`config.mk`:
```
export PLATFORM = sky130hd
export DESIGN_NAME = program_sequencer
export DESIGN_NICKNAME = d
export VERILOG_FILES = /design/src/rtl/program_sequencer.sv
export SDC_FILE = /design/constraint.sdc
export NUM_CORES = 1
export LEC_CHECK = 0
export ABC_AREA = 0
export BUFFER_PORTS_ARGS = -buffer_cell sky130_fd_sc_hd__buf_2
export CORE_UTILIZATION = 52
export DETAILED_ROUTE_END_ITERATION = 16
export PLACE_DENSITY_LB_ADDON = 0.15
export SYNTH_ARGS = -nofsm -noshare
export SYNTH_HDL_FRONTEND = slang
export SYNTH_SLANG_ARGS = --single-unit
```
`constraint.sdc`:
```
create_clock -name clk -period 2.47 [get_ports clk]
set_input_delay 0.1235 -clock clk [delete_from_list [all_inputs] [get_ports clk]]
set_output_delay 0.1235 -clock clk [all_outputs]
set_load 0.05 [all_outputs]
```
`src/rtl/program_sequencer.sv`:
```
// Program sequencer: PC, instruction register and 8-deep return stack.
// Fetch, skip, goto/call/return and computed-jump control.
module program_sequencer (
  input  logic        clk,
  input  logic        rst,
  input  logic        instr_rd_en,
  input  logic        instr_flush,
  input  logic        pc_incr_en,
  input  logic        pc_j_en,
  input  logic        pc_j_and_push_en,
  input  logic        pc_j_by_pop_en,
  input  logic        pcl_wr_en,
  input  logic [7:0]  pcl_wr_data,
  input  logic [4:0]  pclath,
  input  logic [13:0] prog_data,
  output logic [12:0] prog_addr,
  output logic [13:0] instr_current,
  output logic [12:0] pc,
  output logic [2:0]  stack_ptr,
  output logic        stack_ovf,
  output logic        stack_unf
);

  logic [12:0] pc_q, pc_d;
  logic [13:0] ir_q, ir_d;
  logic [2:0]  sp_q, sp_d;
  logic [3:0]  cnt_q, cnt_d;
  logic        ovf_q, ovf_d;
  logic        unf_q, unf_d;
  logic [12:0] mem_q [8];
  logic        push;
  logic        pop;
  logic [2:0]  sp_dec;
  logic [12:0] j_tgt;
  logic [12:0] c_tgt;

  assign sp_dec = sp_q - 3'd1;
  assign j_tgt  = {pclath[4:3], ir_q[10:0]};
  assign c_tgt  = {pclath, pcl_wr_data};

  // Next PC, IR and stack bookkeeping from the prioritised controls.
  always_comb begin
    pc_d  = pc_q;
    ir_d  = ir_q;
    sp_d  = sp_q;
    cnt_d = cnt_q;
    ovf_d = ovf_q;
    unf_d = unf_q;
    pop   = pc_j_by_pop_en;
    push  = pc_j_and_push_en && !pc_j_by_pop_en;
    if (pop) begin
      pc_d = mem_q[sp_dec];
      sp_d = sp_dec;
      if (cnt_q == 4'd0) unf_d = 1'b1;
      else               cnt_d = cnt_q - 4'd1;
    end else if (push) begin
      pc_d = j_tgt;
      sp_d = sp_q + 3'd1;
      if (cnt_q == 4'd8) ovf_d = 1'b1;
      else               cnt_d = cnt_q + 4'd1;
    end else if (pc_j_en) begin
      pc_d = j_tgt;
    end else if (pcl_wr_en) begin
      pc_d = c_tgt;
    end else if (pc_incr_en) begin
      pc_d = pc_q + 13'd1;
    end
    if (instr_flush)      ir_d = 14'h0000;
    else if (instr_rd_en) ir_d = prog_data;
  end

  // Architectural state register with synchronous reset.
  always_ff @(posedge clk) begin
    if (rst) begin
      pc_q  <= 13'h0000;
      ir_q  <= 14'h0000;
      sp_q  <= 3'd0;
      cnt_q <= 4'd0;
      ovf_q <= 1'b0;
      unf_q <= 1'b0;
    end else begin
      pc_q  <= pc_d;
      ir_q  <= ir_d;
      sp_q  <= sp_d;
      cnt_q <= cnt_d;
      ovf_q <= ovf_d;
      unf_q <= unf_d;
    end
  end

  // Return-address storage; push writes the already-advanced PC.
  always_ff @(posedge clk) begin
    if (!rst && push) mem_q[sp_q] <= pc_q;
  end

  assign prog_addr     = pc_q;
  assign pc            = pc_q;
  assign instr_current = ir_q;
  assign stack_ptr     = sp_q;
  assign stack_ovf     = ovf_q;
  assign stack_unf     = unf_q;

endmodule

```
==> impl_metrics.env, run 1 <==
export IMPL_grt_max_degree=29
export IMPL_ys_seq_area_share_pct=62.6
export IMPL_ios=81
export IMPL_port_buffers=80
export IMPL_r2r_setup_slack_ns=0.33
export IMPL_die_w_um=111
export IMPL_gr_total_overflow=0
export IMPL_nets=592
export IMPL_synthesis_nets=486
export IMPL_syn_avg_cell_area_um2=13.8
export IMPL_slew_headroom_pct=57.3
export IMPL_yosysTopAreaCellShare_pct=50.9
export IMPL_cp_data_arrival_time_ns=2.46
export IMPL_dp_hpwl_um=9620
export IMPL_area_growth_pct=22.6
export IMPL_vias=4152
export IMPL_cts_hold_buf=14
export IMPL_yosysWarnings=0
export IMPL_track_usage_pct=26.0
export IMPL_grt_pass1_vias=4201
export IMPL_period_needed_ns=2.14
export IMPL_cts_max_level=4
export IMPL_maxSlewViolCount=0
export IMPL_synth_edff_count=104
export IMPL_grt_pass1_wl_um=23300
export IMPL_synthTopCellsByCount="104 x edfxtp_1, 48 x nor2_1, 36 x dfxtp_1"
export IMPL_crit_path_end_kind="flip-flop"
export IMPL_syn_instance_count=444
export IMPL_core_um2=11500
export IMPL_timing_final_crit_share_pct=86.6
export IMPL_ant_nets=0
export IMPL_worst_clock_skew_ns=0.0118
export IMPL_min_path_type="input pin to flip-flop"
export IMPL_yosysTopAreaCell="edfxtp_1"
export IMPL_post_dp_cell_area_um2=6760
export IMPL_cp_max_fo=25
export IMPL_critPathLaunch="stack_ptr[0]"
export IMPL_cts_repair_resized=0
export IMPL_synthesis_area_um2=6140
export IMPL_rr_worst_depth=7
export IMPL_async_flop_share_pct=0
export IMPL_antenna_found_initial=1
export IMPL_synthFlopType="edfxtp_1"
export IMPL_critPathCapture="pc[0]"
export IMPL_clk_pin_slew_ns=0.06
export IMPL_die_h_um=111
export IMPL_firstDrtPassIters=5
export IMPL_peakVddDrop_v=0.000809
export IMPL_total_leakage_power_uw=0.00288
export IMPL_yosysUniqueCellTypes=58
export IMPL_run_status="completed"
export IMPL_vias_per_cell=5.87
export IMPL_ys_ff_latch=140
export IMPL_critPathKind="flip-flop to flip-flop"
export IMPL_cts_root_buf="clkbuf_16"
export IMPL_power_density_nw_per_um2=897
export IMPL_synth_area_leaders="edfxtp_1 51%, dfxtp_1 12%, mux4_2 9.5%, mux2i_1 2.9%, nor2_1 2.9%"
export IMPL_worstSkewPairLatency_ns=0.42
export IMPL_fin_area_um2=7520
export IMPL_hold_viol_final=0
export IMPL_drive_gt1_share_pct=31.8
export IMPL_tightest_slew_ns=0.641
export IMPL_drt_initial_drc_count=307
export IMPL_cts_tree="done"
export IMPL_drc=0
export IMPL_initial_core_util_pct=53.5
export IMPL_clock_fmax_ghz=0.467
export IMPL_gp_congestion=0.875
export IMPL_cts_buffers=17
export IMPL_setup_viol=0
export IMPL_yosysMostFrequentCell="edfxtp_1"
export IMPL_dieArea_um2=12200
export IMPL_wire_per_inst_um=21.0
export IMPL_cts_setup_buffers=0
export IMPL_cp_required_ns=2.79
export IMPL_clock_sinks=140
export IMPL_rsz0062_at_grt="no"
export IMPL_cap_viol_max_count=0
export IMPL_routed_wl_um=14900
export IMPL_r2r_end="pc[0]"
export IMPL_clk_path_buf_depth=2
export IMPL_final_setup_tns_ns=0
export IMPL_fp_row_count=39
export IMPL_start_kind="flip-flop"
export IMPL_r2r_start="stack_ptr[0]"
power by group:
group	total [uW]	leakage, uW	switching [uW]	internal (uW)
registers	2790	0.00125	115	2680
clock network	2650	0.000294	963	1690
logic	1310	0.00134	829	481
worst max-delay path, stage by stage (launching register included):
cell	delay, ns
dfxtp_2	0.48
inv_2	0.10
ha_1	0.40
buf_12	0.22
mux4_2	0.22
nor2_1	0.04
or3_1	0.31
a311oi_1	0.27
kinds of logic (layout without fill, tap and decap cells):
| logic type | count (synthesis) | in the layout | share of synthesized area (%) |
|---|---|---|---|
| AOI/OAI and AO/OA | 65 | 65 | 7.36 |
| xor gates and xnor gates | 12 | 12 | 1.71 |
| adders and majority gates | 6 | 6 | 1.35 |
| buffers and inverters | 50 | 169 | 4.40 |
| DFF | 140 | 140 | 62.6 |
| muxes | 44 | 44 | 12.5 |
| other | 0 | 1 | 0 |
| and+or+nand+nor | 127 | 127 | 10.1 |
through the flow:
stage                     util [%]  std cells  hold slack [ns]  total power (uW)  setup slack, ns
after floorplan                  -        444            0.271              3780           0.0223
after global placement        58.9        660            0.361              4110            0.441
after detailed placement      58.9        660            0.371              4130            0.305
after CTS                     65.6        706           0.0180              6800            0.306
after global routing          65.6        707           0.0270              7010            0.164
final                         65.6        707           0.0405              6750            0.331
layer usage:
layer  GRT usage (%)  up-vias  wire, um
li1                -     1899         -
met4            12.4        0       448
met2            40.8      164      7180
met1            33.6     2060      6280
met3            7.24       29       964
met5               0        -         0
flip-flops by register name (all words and copies together) (netlist names):
| name | cells |
|---|---|
| stack_unf | 1 |
| pc | 13 |
| cnt_q | 4 |
| stack_ptr | 3 |
| instr_current | 14 |
| mem_q | 104 |
| stack_ovf | 1 |
worst min path at each step:
| stage | start | to | cells after the start |
|---|---|---|---|
| global route | pclath[3] | pc[11] | 3 |
| floorplan | prog_data[0] | instr_current[0] | 2 |
| CTS | pclath[3] | pc[11] | 3 |
| finish | pclath[3] | pc[11] | 3 |
| detailed placement | prog_data[13] | instr_current[13] | 3 |
| global placement | prog_data[13] | instr_current[13] | 3 |
final cells by class:
| type | instances | area (um2) |
|---|---|---|
| Clock inverter | 15 | 195 |
| Fill cell | 826 | 3950 |
| Timing Repair Buffer | 125 | 798 |
| Multi-Input combinational cell | 254 | 2030 |
| Antenna cell | 1 | 2.50 |
| Inverter | 12 | 45.0 |
| Sequential cell | 140 | 3840 |
| Tap cell | 143 | 179 |
| Clock buffer | 17 | 425 |
layout by cell type, fill, tap and decap left out, drive strengths merged, types with 6 or more instances in the layout:
master       synthesis  final
buf                 29    111
edfxtp             104    104
nor2                48     48
dfxtp               36     36
mux4                26     26
nand2               25     25
mux2i               18     18
clkbuf               9     17
dlygate4sd3          0     14
inv                 11     14
a21oi               13     13
nand3               11     11
o21ai               11     11
nor3                10     10
nand2b               7      7
xnor2                7      7
a31oi                6      6
and3                 6      6
(Power assumes the default switching activity.)
==> run 2: changes to the inputs <==
--- a/config.mk
+++ b/config.mk
@@ -9,7 +9,7 @@
 export BUFFER_PORTS_ARGS = -buffer_cell sky130_fd_sc_hd__buf_2
 export CORE_UTILIZATION = 52
 export DETAILED_ROUTE_END_ITERATION = 16
-export PLACE_DENSITY_LB_ADDON = 0.15
+export PLACE_DENSITY_LB_ADDON = 0.05
 export SYNTH_ARGS = -nofsm -noshare
 export SYNTH_HDL_FRONTEND = slang
 export SYNTH_SLANG_ARGS = --single-unit
==> run 2 against run 1 <==
Compared with the run above: critical path depth unchanged; final cell count fell by 0.57%; clock skew shrank 0.0014 ns; global-route usage down 0.15 points; critical path type unchanged.
==> impl_metrics.env, run 2 (synthesis gave the netlist of run 1 again) <==
export IMPL_start_kind="flip-flop"
export IMPL_final_setup_tns_ns=0
export IMPL_core_um2=11500
export IMPL_ant_nets=0
export IMPL_run_status="completed"
export IMPL_cp_max_fo=23
export IMPL_drive_gt1_share_pct=30.9
export IMPL_clock_sinks=140
export IMPL_timing_final_ws_setup_ns=0.308
export IMPL_peakVddDrop_v=0.000823
export IMPL_period_needed_ns=2.16
export IMPL_total_leakage_power_uw=0.00285
export IMPL_die_w_um=111
export IMPL_die_h_um=111
export IMPL_setup_viol=0
export IMPL_regMostFlops="mem_q"
export IMPL_gr_total_overflow=0
export IMPL_grt_pass1_vias=4061
export IMPL_grt_max_degree=30
export IMPL_area_growth_pct=21.4
export IMPL_wire_per_inst_um=20.9
export IMPL_critPathKind="flip-flop to flip-flop"
export IMPL_hold_viol_final=0
export IMPL_cts_repair_resized=0
export IMPL_drt_initial_drc_count=303
export IMPL_vias_per_cell=5.73
export IMPL_post_dp_cell_area_um2=6730
export IMPL_gp_congestion=0.846
export IMPL_vias=4028
export IMPL_worst_clock_skew_ns=0.0104
export IMPL_cp_top_family="flip-flops"
export IMPL_firstDrtPassIters=4
export IMPL_fp_row_count=39
export IMPL_cts_max_level=4
export IMPL_cts_root_buf="clkbuf_16"
export IMPL_grt_pass1_wl_um=23200
export IMPL_clock_fmax_ghz=0.462
export IMPL_rsz0062_at_grt="no"
export IMPL_num_antenna_cells=0
export IMPL_crit_path_end_kind="flip-flop"
export IMPL_cap_viol_max_count=0
export IMPL_maxSlewViolCount=0
export IMPL_dp_hpwl_um=9570
export IMPL_track_usage_pct=25.9
export IMPL_slowest_stage="dfxtp_1"
export IMPL_final_util_pct=65.0
export IMPL_antenna_found_initial=0
export IMPL_finalNonFillerCells=703
export IMPL_path_cells="inv_1 -> ha_1 -> buf_12 -> mux4_2 -> and3_1 -> a31oi_1 -> a311oi_1"
export IMPL_min_path_type="input pin to flip-flop"
export IMPL_slew_headroom_pct=65.7
export IMPL_clk_path_buf_depth=2
export IMPL_routed_wl_um=14700
export IMPL_cts_setup_buffers=0
export IMPL_cp_required_ns=2.75
export IMPL_cp_data_arrival_time_ns=2.44
export IMPL_port_buffers=80
export IMPL_dp_cells=656
export IMPL_cts_buffers=17
export IMPL_layout_commonest_cell="edfxtp_1"
export IMPL_ios=81
export IMPL_initial_core_util_pct=53.5
export IMPL_dp_slack_ns=0.314
export IMPL_tightest_slew_ns=0.513
export IMPL_cts_tree="done"
export IMPL_dieArea_um2=12200
export IMPL_drc=0
export IMPL_final_cell_mix="104 x edfxtp_1, 80 x buf_2, 48 x nor2_1"
export IMPL_worstSkewPairLatency_ns=0.42
export IMPL_slowest_delay_ns=0.46
export IMPL_nets=589
export IMPL_power_density_nw_per_um2=873
export IMPL_fin_area_um2=7450
export IMPL_largest_register_ffs=104
export IMPL_clk_pin_slew_ns=0.06
export IMPL_timing_final_crit_share_pct=87.5
export IMPL_cp_num_buf_inv=2
run 2: worst reg2reg max path: stages, from the launching register on:
cell and delay, ns:
dfxtp_1 0.46, inv_1 0.12, ha_1 0.46, buf_12 0.23, mux4_2 0.31, and3_1 0.19
a31oi_1 0.15, a311oi_1 0.11
run 2: path summary, 6_finish.rpt:
check	start	endpoint	slack (ns)	cells after the start
max	stack_ptr[1]	pc[10]	0.31	7
min	pclath[3]	pc[11]	0.03	3
max reg2reg	stack_ptr[1]	pc[10]	0.31	7
min reg2reg	stack_unf	stack_unf	0.46	2
run 2: through the flow:
step / hold slack, ns / power, uW
6_report: 0.0286 / 6500
2_1_floorplan: 0.271 / 3780
5_1_grt: 0.0568 / 6780
3_3_place_gp: 0.359 / 4080
3_5_place_dp: 0.369 / 4100
4_1_cts: 0.0122 / 6560
run 2: final cells by class:
cell class                      count  area [um2]
Inverter                           12        45.0
Clock inverter                     11         121
Fill cell                         863        4020
Tap cell                          143         179
Timing Repair Buffer              122         778
Clock buffer                       21         450
Sequential cell                   140        3840
Multi-Input combinational cell    254        2030
run 2: power breakdown:
group / total [uW] / switching, uW / internal, uW / leakage [uW]
combinational: 1270 / 802 / 470 / 0.00132
clock: 2440 / 931 / 1510 / 0.000277
sequential: 2790 / 117 / 2680 / 0.00125
run 2: timing repair:
item,CTS,global route
endpoints found under the hold margin,15,0
setup endpoints to repair,0,0
hold buffers,15,0
run 2: metal layers:
metal	global-route usage, %	part of all wire (%)	vias up
met2	40.9	50	125
met4	9.42	1.8	0
li1	-	-	1885
met5	0	0	-
met1	34.6	43	2002
met3	6.92	6.0	16
==> run 3: changes to the inputs <==
--- a/config.mk
+++ b/config.mk
@@ -5,8 +5,9 @@
 export SDC_FILE = /design/constraint.sdc
 export NUM_CORES = 1
 export LEC_CHECK = 0
-export ABC_AREA = 0
+export ABC_AREA = 1
 export BUFFER_PORTS_ARGS = -buffer_cell sky130_fd_sc_hd__buf_2
+export CORE_MARGIN = 3
 export CORE_UTILIZATION = 52
 export DETAILED_ROUTE_END_ITERATION = 16
 export PLACE_DENSITY_LB_ADDON = 0.05
==> run 3 against run 2 <==
Compared with the run above: the run now ends with negative hold slack left; die area up 8.5%; design area up 1.2%; critical path type unchanged; synthesized cell count up 46%; count of clock-buffer cells in the layout down 4; clock power up 14%; total power up 4.7%; sequential share of layout area down 0.61 points; highest routed layer is now met5; final cell count up 28%; hold slack worse by 0.029 ns.
==> impl_metrics.env, run 3 <==
export IMPL_run_status="finished, violations left"
export IMPL_violations="negative hold slack"
export IMPL_total_leakage_power_uw=0.00302
export IMPL_cts_root_buf="clkbuf_16"
export IMPL_syn_avg_cell_area_um2=9.58
export IMPL_yosysTopAreaCellShare_pct=50.3
export IMPL_peakVddDrop_v=0.000487
export IMPL_period_needed_ns=2.02
export IMPL_synthTopCellsByCount="116 x nand2_1, 108 x nor2_1, 104 x edfxtp_1"
export IMPL_cp_num_buf_inv=2
export IMPL_min_path_type="input pin to flip-flop"
export IMPL_cp_top_family="compound AO/OA/AOI/OAI gates"
export IMPL_core_um2=11500
export IMPL_worst_clock_skew_ns=0.00433
export IMPL_cp_data_arrival_time_ns=2.36
export IMPL_path_cells="inv_1 -> ha_1 -> inv_2 -> a21oi_1 -> o21ai_0 -> nand2_1 -> a21oi_1 -> nor2_1 -> a21oi_1"
export IMPL_cts_setup_buffers=0
export IMPL_gr_total_overflow=0
export IMPL_yosysMostFrequentCell="nand2_1"
export IMPL_synth_area_leaders="edfxtp_1 50%, dfxtp_1 12%, nand2_1 7.0%, nor2_1 6.5%, a21oi_1 4.3%"
export IMPL_crit_path_end_kind="flip-flop"
export IMPL_die_h_um=115
export IMPL_yosysWarnings=0
export IMPL_clk_path_buf_depth=2
export IMPL_vias_per_cell=5.54
export IMPL_cp_max_fo=25
export IMPL_track_usage_pct=25.8
export IMPL_regArea_um2=3840
export IMPL_power_total_uw=6810
export IMPL_slew_headroom_pct=57.8
export IMPL_die_w_um=115
export IMPL_critPathKind="flip-flop to flip-flop"
export IMPL_gp_congestion=0.897
export IMPL_cts_buffers=17
export IMPL_initial_core_util_pct=53.9
export IMPL_antenna_found_initial=1
export IMPL_cp_required_ns=2.81
export IMPL_routed_wl_um=16300
export IMPL_fillers=942
export IMPL_dieArea_um2=13300
export IMPL_synthesis_nets=690
export IMPL_yosysTopAreaCell="edfxtp_1"
export IMPL_multi_input_area_um2=1970
export IMPL_cts_max_level=4
export IMPL_drt_initial_drc_count=470
export IMPL_cts_tree="done"
export IMPL_final_setup_tns_ns=0
export IMPL_syn_instance_count=648
export IMPL_grt_max_degree=60
export IMPL_crit_top_cell="a21oi_1"
export IMPL_ant_nets=0
export IMPL_hold_viol_final=1
export IMPL_start_kind="flip-flop"
export IMPL_slowest_stage="dfxtp_1"
export IMPL_yosysUniqueCellTypes=31
export IMPL_dp_hpwl_um=10700
export IMPL_synth_edff_count=104
export IMPL_num_antenna_cells=0
export IMPL_hold_slack_ns=-0.000271
export IMPL_slowest_delay_ns=0.40
export IMPL_clk_pin_slew_ns=0.06
export IMPL_regMostFlops="mem_q"
export IMPL_wire_per_inst_um=18.1
export IMPL_ys_ff_latch=140
export IMPL_async_flop_share_pct=0
export IMPL_area_growth_pct=21.5
export IMPL_drive_gt1_share_pct=19.9
export IMPL_nets=788
export IMPL_grt_pass1_vias=4769
export IMPL_clock_sinks=140
export IMPL_fp_row_count=39
export IMPL_synthFlopType="edfxtp_1"
export IMPL_setup_viol=0
export IMPL_firstDrtPassIters=5
export IMPL_port_buffers=80
export IMPL_grt_pass1_wl_um=25800
export IMPL_power_density_nw_per_um2=903
export IMPL_drc=0
export IMPL_synthesis_area_um2=6200
export IMPL_worstSkewPairLatency_ns=0.41
export IMPL_cap_viol_max_count=0
export IMPL_layout_commonest_cell="nand2_1"
export IMPL_rsz0062_at_grt="no"
export IMPL_vias=4999
export IMPL_largest_register_ffs=104
export IMPL_clock_fmax_ghz=0.495
export IMPL_tightest_slew_ns=0.632
export IMPL_timing_final_crit_share_pct=81.9
export IMPL_ios=81
export IMPL_maxSlewViolCount=0
export IMPL_ys_seq_area_share_pct=61.9
export IMPL_final_cell_mix="116 x nand2_1, 108 x nor2_1, 104 x edfxtp_1"
[run 3: final cells by class]
cell class / instances / area share, %
clock buffers: 17 / 5.64
clock inverters: 15 / 2.92
inverters: 39 / 1.94
multi-input cells: 426 / 26.1
flip-flops and latches: 140 / 51.0
well taps: 143 / 2.37
repair buffers: 122 / 9.99
[run 3: final timing paths]
check                                   from                to  slack [ns]  depth (start not counted)
worst max register to register  stack_ptr[1]            pc[12]        0.45                          9
worst min-delay path            prog_data[0]  instr_current[0]     -0.0003                          3
worst min register to register     stack_ovf         stack_ovf        0.46                          1
worst max-delay path            stack_ptr[1]            pc[12]        0.45                          9
[run 3: where the power goes]
part / internal [uW] / switching (uW)
clock network: 1790 / 988
logic: 364 / 910
registers: 2670 / 89.2
[run 3: through the flow]
step | std cells | setup WS [ns] | utilization (%) | hold WS [ns] | instance area [um2]
2_1_floorplan | 648 | 0.237 | - | 0.193 | 6200
3_3_place_gp | 855 | 0.399 | 58.6 | 0.347 | 6740
3_5_place_dp | 855 | 0.428 | 58.6 | 0.353 | 6740
4_1_cts | 902 | 0.435 | 65.5 | 0.000549 | 7540
5_1_grt | 902 | 0.242 | 65.5 | 0.00426 | 7540
6_report | 902 | 0.448 | 65.5 | -0.000271 | 7540
[run 3: cell families (layout without fill, tap and decap cells)]
family | Yosys count | count (layout) | share of synthesized area, %
simple gates | 256 | 256 | 16.3
compound gates | 160 | 160 | 13.6
flops | 140 | 140 | 61.9
buf+inv | 82 | 193 | 6.29
fa+ha+maj | 6 | 6 | 1.33
xor+xnor | 4 | 4 | 0.565
[run 3: worst register-to-register path, cell delays in order (launching register included)]
cell and delay, ns:
dfxtp_1 0.40, inv_1 0.11, ha_1 0.31, inv_2 0.39, a21oi_1 0.09, o21ai_0 0.15
nand2_1 0.11, a21oi_1 0.18, nor2_1 0.07, a21oi_1 0.14
[run 3: per-layer routing]
layer | routed length (um) | up-vias | GRT usage (%)
met2 | 7640 | 205 | 40.4
li1 | - | 2406 | -
met4 | 313 | 2 | 9.23
met1 | 7150 | 2358 | 35.3
met5 | 13 | - | 0
met3 | 1230 | 28 | 6.37
[run 3: timing repair]
| item | CTS | global route |
|---|---|---|
| endpoints found under the setup margin | 0 | 0 |
| resized for setup | 0 | 0 |
| hold buffers | 15 | 0 |
| hold endpoints to repair | 15 | 0 |
